--- src/rtl/uart_rx.sv ---
`default_nettype none
// ---------------------------------------------------------------------------
// uart_rx : oversampling UART receiver feeding the receive FIFO write port.
// Revision: 1.0
// ---------------------------------------------------------------------------
module uart_rx #(
  parameter int DATA_BITS  = 8,
  parameter int OVERSAMPLE = 16,
  parameter int CLK_DIV    = 27,
  parameter int PARITY_EN  = 1,
  parameter int PARITY_ODD = 0
) (
  input  logic                 Clk,
  input  logic                 Reset_n,
  input  logic                 Rx_In,
  output logic [DATA_BITS-1:0] Rx_Data,
  output logic                 Data_Rdy,
  output logic                 Parity_Err,
  output logic                 Frame_Err,
  output logic                 Busy
);

  localparam int DIV_W = (CLK_DIV > 1) ? $clog2(CLK_DIV) : 1;
  localparam int OS_W  = $clog2(OVERSAMPLE);
  localparam int BC_W  = $clog2(DATA_BITS + 1);

  localparam logic [2:0] S_IDLE   = 3'd0;
  localparam logic [2:0] S_START  = 3'd1;
  localparam logic [2:0] S_DATA   = 3'd2;
  localparam logic [2:0] S_PARITY = 3'd3;
  localparam logic [2:0] S_STOP   = 3'd4;
  localparam logic [2:0] S_BREAK  = 3'd5;

  logic                 rx_meta;
  logic                 rx_sync;
  logic [2:0]           state;
  logic [DIV_W-1:0]     div_cnt;
  logic [OS_W-1:0]      os_cnt;
  logic [BC_W-1:0]      bit_cnt;
  logic [DATA_BITS-1:0] shreg;
  logic                 par_err;
  logic                 tick;
  logic                 mid;
  logic                 exp_par;

  assign tick    = (state != S_IDLE) && (div_cnt == DIV_W'(CLK_DIV - 1));
  assign mid     = tick && (os_cnt == OS_W'(OVERSAMPLE / 2 - 1));
  assign exp_par = (^shreg) ^ (PARITY_ODD != 0);
  assign Busy    = (state != S_IDLE);

  always_ff @(posedge Clk or negedge Reset_n) begin
    if (!Reset_n) begin
      rx_meta <= 1'b1;
      rx_sync <= 1'b1;
    end else begin
      rx_meta <= Rx_In;
      rx_sync <= rx_meta;
    end
  end

  // Counters idle at zero, so entering START starts a fresh tick/bit phase.
  // OC keeps wrapping through the frame: the start mid-sample at OVERSAMPLE/2-1
  // lands every later sample at the middle of its bit.
  always_ff @(posedge Clk or negedge Reset_n) begin
    if (!Reset_n) begin
      div_cnt <= '0;
      os_cnt  <= '0;
    end else if (state == S_IDLE) begin
      div_cnt <= '0;
      os_cnt  <= '0;
    end else if (tick) begin
      div_cnt <= '0;
      os_cnt  <= (os_cnt == OS_W'(OVERSAMPLE - 1)) ? '0 : os_cnt + 1'b1;
    end else begin
      div_cnt <= div_cnt + 1'b1;
    end
  end

  always_ff @(posedge Clk or negedge Reset_n) begin
    if (!Reset_n) begin
      state      <= S_IDLE;
      bit_cnt    <= '0;
      shreg      <= '0;
      par_err    <= 1'b0;
      Rx_Data    <= '0;
      Data_Rdy   <= 1'b0;
      Parity_Err <= 1'b0;
      Frame_Err  <= 1'b0;
    end else begin
      Data_Rdy   <= 1'b0;
      Parity_Err <= 1'b0;
      Frame_Err  <= 1'b0;
      case (state)
        S_IDLE: begin
          bit_cnt <= '0;
          par_err <= 1'b0;
          if (!rx_sync) state <= S_START;
        end
        S_START: begin
          if (mid) state <= rx_sync ? S_IDLE : S_DATA;
        end
        S_DATA: begin
          if (mid) begin
            shreg   <= {rx_sync, shreg[DATA_BITS-1:1]};
            bit_cnt <= bit_cnt + 1'b1;
            if (bit_cnt == BC_W'(DATA_BITS - 1))
              state <= (PARITY_EN != 0) ? S_PARITY : S_STOP;
          end
        end
        S_PARITY: begin
          if (mid) begin
            par_err <= (rx_sync != exp_par);
            state   <= S_STOP;
          end
        end
        S_STOP: begin
          if (mid) begin
            if (!rx_sync) begin
              Frame_Err <= 1'b1;
              state     <= S_BREAK;
            end else begin
              if (par_err) begin
                Parity_Err <= 1'b1;
              end else begin
                Rx_Data  <= shreg;
                Data_Rdy <= 1'b1;
              end
              state <= S_IDLE;
            end
          end
        end
        S_BREAK: begin
          if (rx_sync) state <= S_IDLE;
        end
        default: state <= S_IDLE;
      endcase
    end
  end

endmodule
`default_nettype wire

--- config.mk ---
export PLATFORM = sky130hd
export DESIGN_NAME = uart_rx
export DESIGN_NICKNAME = d
export VERILOG_FILES = /design/src/rtl/uart_rx.sv
export SDC_FILE = /design/constraint.sdc
export NUM_CORES = 1
export LEC_CHECK = 0
export CAP_MARGIN = 25
export CORE_UTILIZATION = 50
export CTS_CLUSTER_DIAMETER = 200
export DETAILED_ROUTE_END_ITERATION = 10
export GPL_TIMING_DRIVEN = 0
export PLACE_DENSITY = 0.82
export SYNTH_ARGS = -nofsm -noshare
export SYNTH_HDL_FRONTEND = slang
export SYNTH_SLANG_ARGS = --single-unit
--- constraint.sdc ---
create_clock -name Clk -period 2.75 [get_ports Clk]
set_clock_uncertainty 0.05 [all_clocks]
set_input_delay 0.825 -clock Clk [delete_from_list [all_inputs] [get_ports Clk]]
set_output_delay 0.825 -clock Clk [all_outputs]
set_load 0.05 [all_outputs]
* Yosys cells after proc, flatten, opt, wreduce, memory -nomap -nowiden *
Cells that the tools add are included.

storage, ports and cells
  register bits after elaboration = 38
  bits in latches = 0
  memory bits (writable) = 0
  ROM bits = 0
  input bits = 3
  word-level logic and storage cells = 76
  memories = 0

cells by class
  $add $sub $neg = 3
  multiply operators = 0
  div/mod/pow operators = 0
  magnitude comparators = 0
  eq/ne operators = 17
  shift-type cells = 0
  muxes and demuxes = 30
  bitwise gates (word level) = 1
  reduce and logical (&&, ||, !) cells = 13

operators with widths
  cell                 number
  $mux 3               8
  $pmux 3 s6           1
  $mux 4               4
  $ne 2x2->1 const B   7
  $mux 1               12
  $mux 5               2
  $add 4x1->4 const B  2
  $eq 4x3->1 const B   2
  $pmux 4 s2           1
  $reduce_xor 8->1     1
  $reduce_and 7->1     1
  $eq 3x2->1 const B   2
  $eq 3x3->1 const B   2
  $reduce_and 2->1     3
  $reduce_bool 2->1    3
  $add 5x1->5 const B  1
  $eq 5x5->1 const B   1
  $eq 4x4->1 const B   1
  $reduce_and 4->1     1
  $eq 3x1->1 const B   1
  $logic_not 3->1      1
  $reduce_bool 3->1    1
  $logic_and 1x1->1    2
  $mux 2               1
  3 further kinds      3

* Longest topological paths before layout *
Gate-level depths: netlist of the first run.

  depth in word-level cells = 5
  depth in mapped cells = 8
  gate-level depth less buffers = 6

* Least setup slack after synthesis of the first run *
Ideal clock, no wire load.

  kind = flip-flop to output port
  start = register state[0]
  end = output Busy
  data arrival time = 1.329 ns
  required time = 1.875 ns
  setup slack = 0.546 ns
  stages on the path, launching flop included = 4
  cells stage by stage = dfrtp_1 clkbuf_1 nor3_1 inv_1

on the way
  word-level cells in the longest chain between the ends = 1

ends and longest elaborated chain
  element                   RTL line  RTL
  start: declaration        36        logic [2:0] state;
  start signal: assignment  100       if (mid) state <= rx_sync ? S_IDLE : S_DATA;
  start signal: assignment  107       state <= (PARITY_EN != 0) ? S_PARITY : S_STOP;
  $reduce_bool 3->1         49        assign Busy = (state != S_IDLE);
  end: declaration          20        output logic Busy

Every way passes these cells.

* Worst setup path after layout of the first run *
Same ends and word-level chain as after synthesis.

==> metrics.txt, run 1 <==
post-synthesis sequential area ratio 54.7%; DRC Markers 0; outcome finished, final reports clean; CTS tree yes; first-pass GRT wire length 5100 µm; CP Data Arrival Time 1.71 ns; GRT Residual Overflow 0; Ys Warns 0; Clock power frac 37.8%; total power between 0.9 and 1 mW; Num CTS Buffers 5; Gate power share under 10%; synthesized flop and latch total 38; Synth Area per Inst 10.8 µm²; RSZ-0062 raised after global routing no; Adder-Cell Fraction of Synth Area 2.87%; type of the worst setup path reg -> out; Post-Synth Simple-Gate Area 20.7%; Sum Neg Setup Slack 0 ns; Hold Path Depth 0; Compound-Gate Fraction of Synth Area 6.25%; cell count after synthesis 162; Worst slew margin 45.4%; final period utilization 93.9%; worst skew pair latency 0.34 ns; Mapped Area roughly 0.0017 mm²; hold path start rx_meta; Sequential Power Share between 60% and 70%; Sink Count 38; Cell Pwr Density 458 mW/mm²; Core Area 0.00334 mm²; crit-path cells clkbuf_1, nor3_4, inv_1, clkdlybuf4s15_2; mux cell area share after synthesis 6.32%; Hold Buf Count CTS 0; Die Height 61.0 µm; die width 61.0 µm; nets@finish 191; worst hold path class reg -> reg; CP endpoint kind output pin; Initial Utilization between 50% and 60%; hpwl dp 2150 µm; final setup vio count 0; FF+latch area 953 µm²; Root Driver clkbuf_4; FF-to-FF path depth 5; CP Data Required Time approximately 1.9 ns; endpoints failing hold 0; critical path peak fanout 10; P_leak 0.971 nW; count of cell types in the netlist 37; H-tree Lvls 2; final WL 3040 µm; initial antenna violation count 0; XOR/XNOR Fraction of Synth Area 6.32%; Slew Limit Fails 0; Area Overhead vs Synth 16.7%; CP max stage cell dfrtp_1; measured slew at the worst slew-check pin 0.819 ns; NetSw about 0.19 mW; flop2flop setup slack between 0.4 and 0.5 ns; capturing point of the worst reg2reg path Rx_Data[2]; Setup crit start kind register; Fmax 387 MHz; Vias/cell ~5.3; largest family of logic cells by synthesized area simple AND/OR/NAND/NOR gates; syn_nets 169; fill count 280; clk buf depth 2; worst vdd rail ir drop 0.267 mV; clock period minus worst slack 2.58 ns; vias in the first global route between 1k and 1.5k; max-cap viol count 0; via count 1229; DRT Pass-1 Iters 4; GRT Resource Usage Total 19.4%; # diodes 0; antenna viol nets, final 0; Core Rows 21; boundary pin count 15; area of the multi-input gates 751 µm²; DR iter-0 viols 38; die area 0.00372 mm²; clock slew at reported path FFs approximately 0.11 ns; largest net degree at the start of global routing 39; IO buf count 14; Hold Path End rx_sync; GP Congestion 0.831; Crit Reg-Reg Startpoint os_cnt[0]; CP max stage delay between 0.3 and 0.4 ns; share of cells above drive strength 1 between 15 and 20%; Sw Ratio 20.5%; Pint 0.740 mW; WL/cell 13.2 µm
==> critical path, delay by kind of cell, from the launching register on <==
family | cells | cell delay, ns
buf+inv | 3 | 0.90
flops | 1 | 0.39
simple gates | 1 | 0.07
==> worst max-delay path by stage <==
stage	from	to	cells after the start
after floorplan	state[0]	Busy	3
after global placement	state[0]	Busy	4
after detailed placement	state[0]	Busy	4
after CTS	state[0]	Busy	4
after global routing	state[0]	Busy	4
final	state[0]	Busy	4
==> state kept, by name (all words and copies together), names as in the netlist <==
name / cells
Rx_Data: 8
shreg: 8
div_cnt: 5
bit_cnt: 4
os_cnt: 4
state: 3
Data_Rdy: 1
Frame_Err: 1
Parity_Err: 1
par_err: 1
rx_meta: 1
rx_sync: 1
==> final cells by class <==
type	instances	area share (%)
multi-input cells	114	36.9
repair buffers	15	7.08
inverters	4	0.738
well taps	46	2.83
plain buffers	6	1.66
clock buffers	8	3.88
flip-flops and latches	38	46.9
==> per-layer routing <==
layer	share of wire (%)	GRT usage, %	wire length, µm	up-vias
met5	0	0	0	-
li1	-	-	-	591
met4	2.1	8.77	63	0
met3	5.2	6.30	157	8
met1	41	23.1	1260	597
met2	51	32.3	1560	33
==> power groups by stage <==
stage / registers [mW] / logic, mW / clock network [mW]
floorplan: 0.572 / 0.00492 / 0
global placement: 0.572 / 0.0191 / 0
detailed placement: 0.572 / 0.0188 / 0
CTS: 0.562 / 0.0189 / 0.364
global route: 0.562 / 0.0207 / 0.385
finish: 0.561 / 0.0178 / 0.352
==> metrics by stage <==
stage / utilization, % / instances / worst slack (ns) / hold WS, ns / instance area [µm²]
6_report: 60.9 / 231 / 0.168 / 0.300 / 2030
2_1_floorplan: - / 162 / 0.546 / 0.295 / 1740
3_5_place_dp: 58.0 / 222 / -0.278 / 0.299 / 1930
5_1_grt: 60.9 / 231 / 0.0500 / 0.310 / 2030
4_1_cts: 60.7 / 230 / 0.00342 / 0.308 / 2030
3_3_place_gp: 58.1 / 222 / -0.235 / 0.296 / 1940
==> cells in the final DEF, fill, tap and decap left out, drive strengths merged, types with 4 or more instances in the layout <==
cell           Yosys  layout
inv                4       4
nor3               5       5
nand3              9       9
xor2               5       5
nor2               9       9
xnor2              5       5
clkdlybuf4s50      0      12
mux2               8       8
a21oi              5       5
clkbuf             4      12
ha                 4       4
buf                2       4
dfrtp             36      36
nand2             35      35
o21ai              6       6
==> cell families after synthesis <==
kind of cell,after synthesis
buffers and inverters,10
AND/OR/NAND/NOR,71
adder cells (fa/ha/maj),4
AO/OA/AOI/OAI,18
flip-flops,38
XOR/XNOR,11
multiplexers,10
==> Yosys cell counts <==
cell type | count | share of area (%)
dfrtp_1 | 36 | 52
nand2_1 | 34 | 7.3
nand3_1 | 9 | 2.6
nor2_1 | 9 | 1.9
mux2_2 | 8 | 5.2
o21ai_0 | 6 | 1.7
a21oi_1 | 5 | 1.4
nor3_1 | 5 | 1.4
xnor2_1 | 5 | 2.5
xor2_1 | 5 | 2.5
clkbuf_1 | 4 | 0.86
ha_1 | 4 | 2.9
inv_1 | 4 | 0.86
dfstp_2 | 2 | 3.0
mux2i_1 | 2 | 1.1
nand4b_1 | 2 | 1.0
or3_1 | 2 | 0.72
a211oi_1 | 1 | 0.43
a21boi_0 | 1 | 0.43
a311oi_1 | 1 | 0.50
and2_2 | 1 | 0.43
and2b_1 | 1 | 0.43
and3b_1 | 1 | 0.50
and4b_1 | 1 | 0.57
and4b_2 | 1 | 0.65
buf_4 | 1 | 0.43
buf_6 | 1 | 0.65
nand2_4 | 1 | 0.65
nand2b_1 | 1 | 0.36
nor2b_1 | 1 | 0.36
nor4b_4 | 1 | 1.4
o211ai_1 | 1 | 0.43
o21a_1 | 1 | 0.43
o22ai_1 | 1 | 0.36
o31a_1 | 1 | 0.50
or2_2 | 1 | 0.36
xnor3_1 | 1 | 1.3
==> what timing repair did <==
action                                  in CTS  in global routing
gates resized for setup                      5                  0
buffers inserted                             0                  1
pin swaps                                    0                  1
endpoints found under the setup margin       1                  1
Power figures use the tool's default switching activity.
==> run 2, diff against run 1 <==
--- a/config.mk
+++ b/config.mk
@@ -5,12 +5,13 @@
 export SDC_FILE = /design/constraint.sdc
 export NUM_CORES = 1
 export LEC_CHECK = 0
+export ABC_AREA = 0
 export CAP_MARGIN = 25
 export CORE_UTILIZATION = 50
 export CTS_CLUSTER_DIAMETER = 200
 export DETAILED_ROUTE_END_ITERATION = 10
 export GPL_TIMING_DRIVEN = 0
-export PLACE_DENSITY = 0.82
+export PLACE_DENSITY_LB_ADDON = 0.2
 export SYNTH_ARGS = -nofsm -noshare
 export SYNTH_HDL_FRONTEND = slang
 export SYNTH_SLANG_ARGS = --single-unit
==> metrics.txt, run 2 (synthesis results as in run 1) <==
# diodes 0; boundary pin count 15; via count 1152; fill count about 280; final setup vio count 0; type of the worst setup path reg -> out; nets@finish approximately 190; Root Driver clkbuf_4; WL/cell 12.4 µm; largest net degree at the start of global routing 39; CP Data Required Time approximately 1.9 ns; P_leak 0.972 nW; die area 0.00372 mm²; clk buf depth 2; worst vdd rail ir drop 0.361 mV; final period utilization 96.5%; final std cells w/o fill 231; GRT Resource Usage Total 17.6%; flop2flop setup slack around 0.49 ns; clock slew at reported path FFs 0.10 ns; DR iter-0 viols 30; Num CTS Buffers 5; CP max stage cell dfrtp_1; RSZ-0062 raised after global routing no; area of the multi-input gates 751 µm²; endpoints failing hold 0; CP Data Arrival Time 1.78 ns; hold path start rx_meta; Initial Utilization 52.2%; hpwl dp around 2000 µm; H-tree Lvls 2; capturing point of the worst reg2reg path Rx_Data[5]; commonest non-fill, non-tap cell in the layout dfrtp_1; Hold Buf Count CTS 0; antenna viol nets, final 0; vias in the first global route 1038; top flop regs Rx_Data: 8 flops, shreg: 8 flops, div_cnt: 5 flops; CP endpoint kind output pin; DRT Pass-1 Iters 4; Cell Pwr Density between 400 and 500 mW/mm²; Crit Reg-Reg Startpoint os_cnt[0]; max-cap viol count 0; FF+latch area 953 µm²; Slew Limit Fails 0; Core Rows 21; critical path peak fanout 10; DRC Markers 0; crit-path cells clkbuf_1, nor3_4, inv_1, clkdlybuf4s15_2; Area Overhead vs Synth 17.1%; Core Area 0.00334 mm²; clock period minus worst slack around 2.7 ns; initial antenna violation count 0; FF-to-FF path depth 5; Worst slew margin 45.3%; worst skew pair latency 0.34 ns; WP buf/inv 3; Sum Neg Setup Slack 0 ns; worst hold path class reg -> reg; final WL about 2900 µm; crit-path leading delay family buffers and inverters; dpl cells 222; first-pass GRT wire length 4750 µm; CTS tree yes; CP max stage delay approximately 0.40 ns; IO buf count 14; Setup crit start kind register; Vias/cell 4.99; Die Height a little over 60 µm; Sink Count 38; measured slew at the worst slew-check pin 0.820 ns; Hold Path Depth 0; outcome finished, final reports clean; GRT Residual Overflow 0; Fmax 377 MHz; commonest non-fill, non-tap cells in the layout dfrtp_1 (36), nand2_1 (34), clkdlybuf4s50_1 (12), nand3_1 (9), nor2_1 (9); share of cells above drive strength 1 between 15 and 20%; Hold Path End rx_sync; Worst Setup SP state[0]; GP Congestion between 0.7 and 0.8; die width 61.0 µm
[run 2: cell types whose count changed in the layout (fill, tap and decap cells not counted), sizes merged]
| cell | before | now |
|---|---|---|
| clkbuf | 12 | 11 |
| bufinv | 0 | 1 |
[run 2: worst max-delay path by stage]
stage          endpoint  slack (ns)  cells after the start
2_1_floorplan      Busy        0.55                      3
3_3_place_gp       Busy       -0.26                      4
3_5_place_dp       Busy       -0.31                      4
4_1_cts            Busy        0.06                      4
5_1_grt            Busy       0.002                      4
6_report           Busy         0.1                      4
[run 2: repair_timing]
item / CTS / global route
gates resized for setup: 5 / 0
pin swaps: 1 / 1
setup buffers: 0 / 1
setup endpoints to repair: 1 / 1
[run 2: layout make-up]
| cell class | instances | share of cell area [%] |
|---|---|---|
| clock inverters | 1 | 1.47 |
| flip-flops and latches | 38 | 46.7 |
| clock buffers | 7 | 2.70 |
| well taps | 46 | 2.82 |
| repair buffers | 15 | 7.06 |
| inverters | 4 | 0.736 |
| multi-input cells | 114 | 36.8 |
| plain buffers | 6 | 1.66 |
[run 2: layer usage]
layer	track usage [%]	part of all wire (%)	vias to the layer above
li1	-	-	595
met1	24.2	50	532
met2	25.9	45	18
met3	4.41	3.0	7
met4	8.77	2.1	0
met5	0	0	-
[run 2: power by group]
group	switching, mW	total [mW]	internal, mW
Sequential	0.000371	0.561	0.561
Clock	0.173	0.390	0.217
Combinational	0.0135	0.0179	0.00445
[run 2: worst register-to-register path, stage by stage, from the launching register on]
cell	delay (ns)
dfrtp_1	0.43
ha_1	0.23
and3b_1	0.33
nand2_4	0.11
nor4b_4	0.60
mux2_2	0.41
[run 2: metrics by stage]
stage | instance area, µm² | hold WS [ns] | utilization (%) | power (mW) | setup WS (ns)
floorplan | 1740 | 0.295 | - | 0.577 | 0.546
global placement | 1940 | 0.296 | 58.1 | 0.591 | -0.259
detailed placement | 1930 | 0.299 | 58.0 | 0.591 | -0.309
CTS | 2030 | 0.315 | 60.9 | 0.983 | 0.0564
global route | 2040 | 0.320 | 61.1 | 1.00 | 0.00208
finish | 2040 | 0.314 | 61.1 | 0.970 | 0.0972
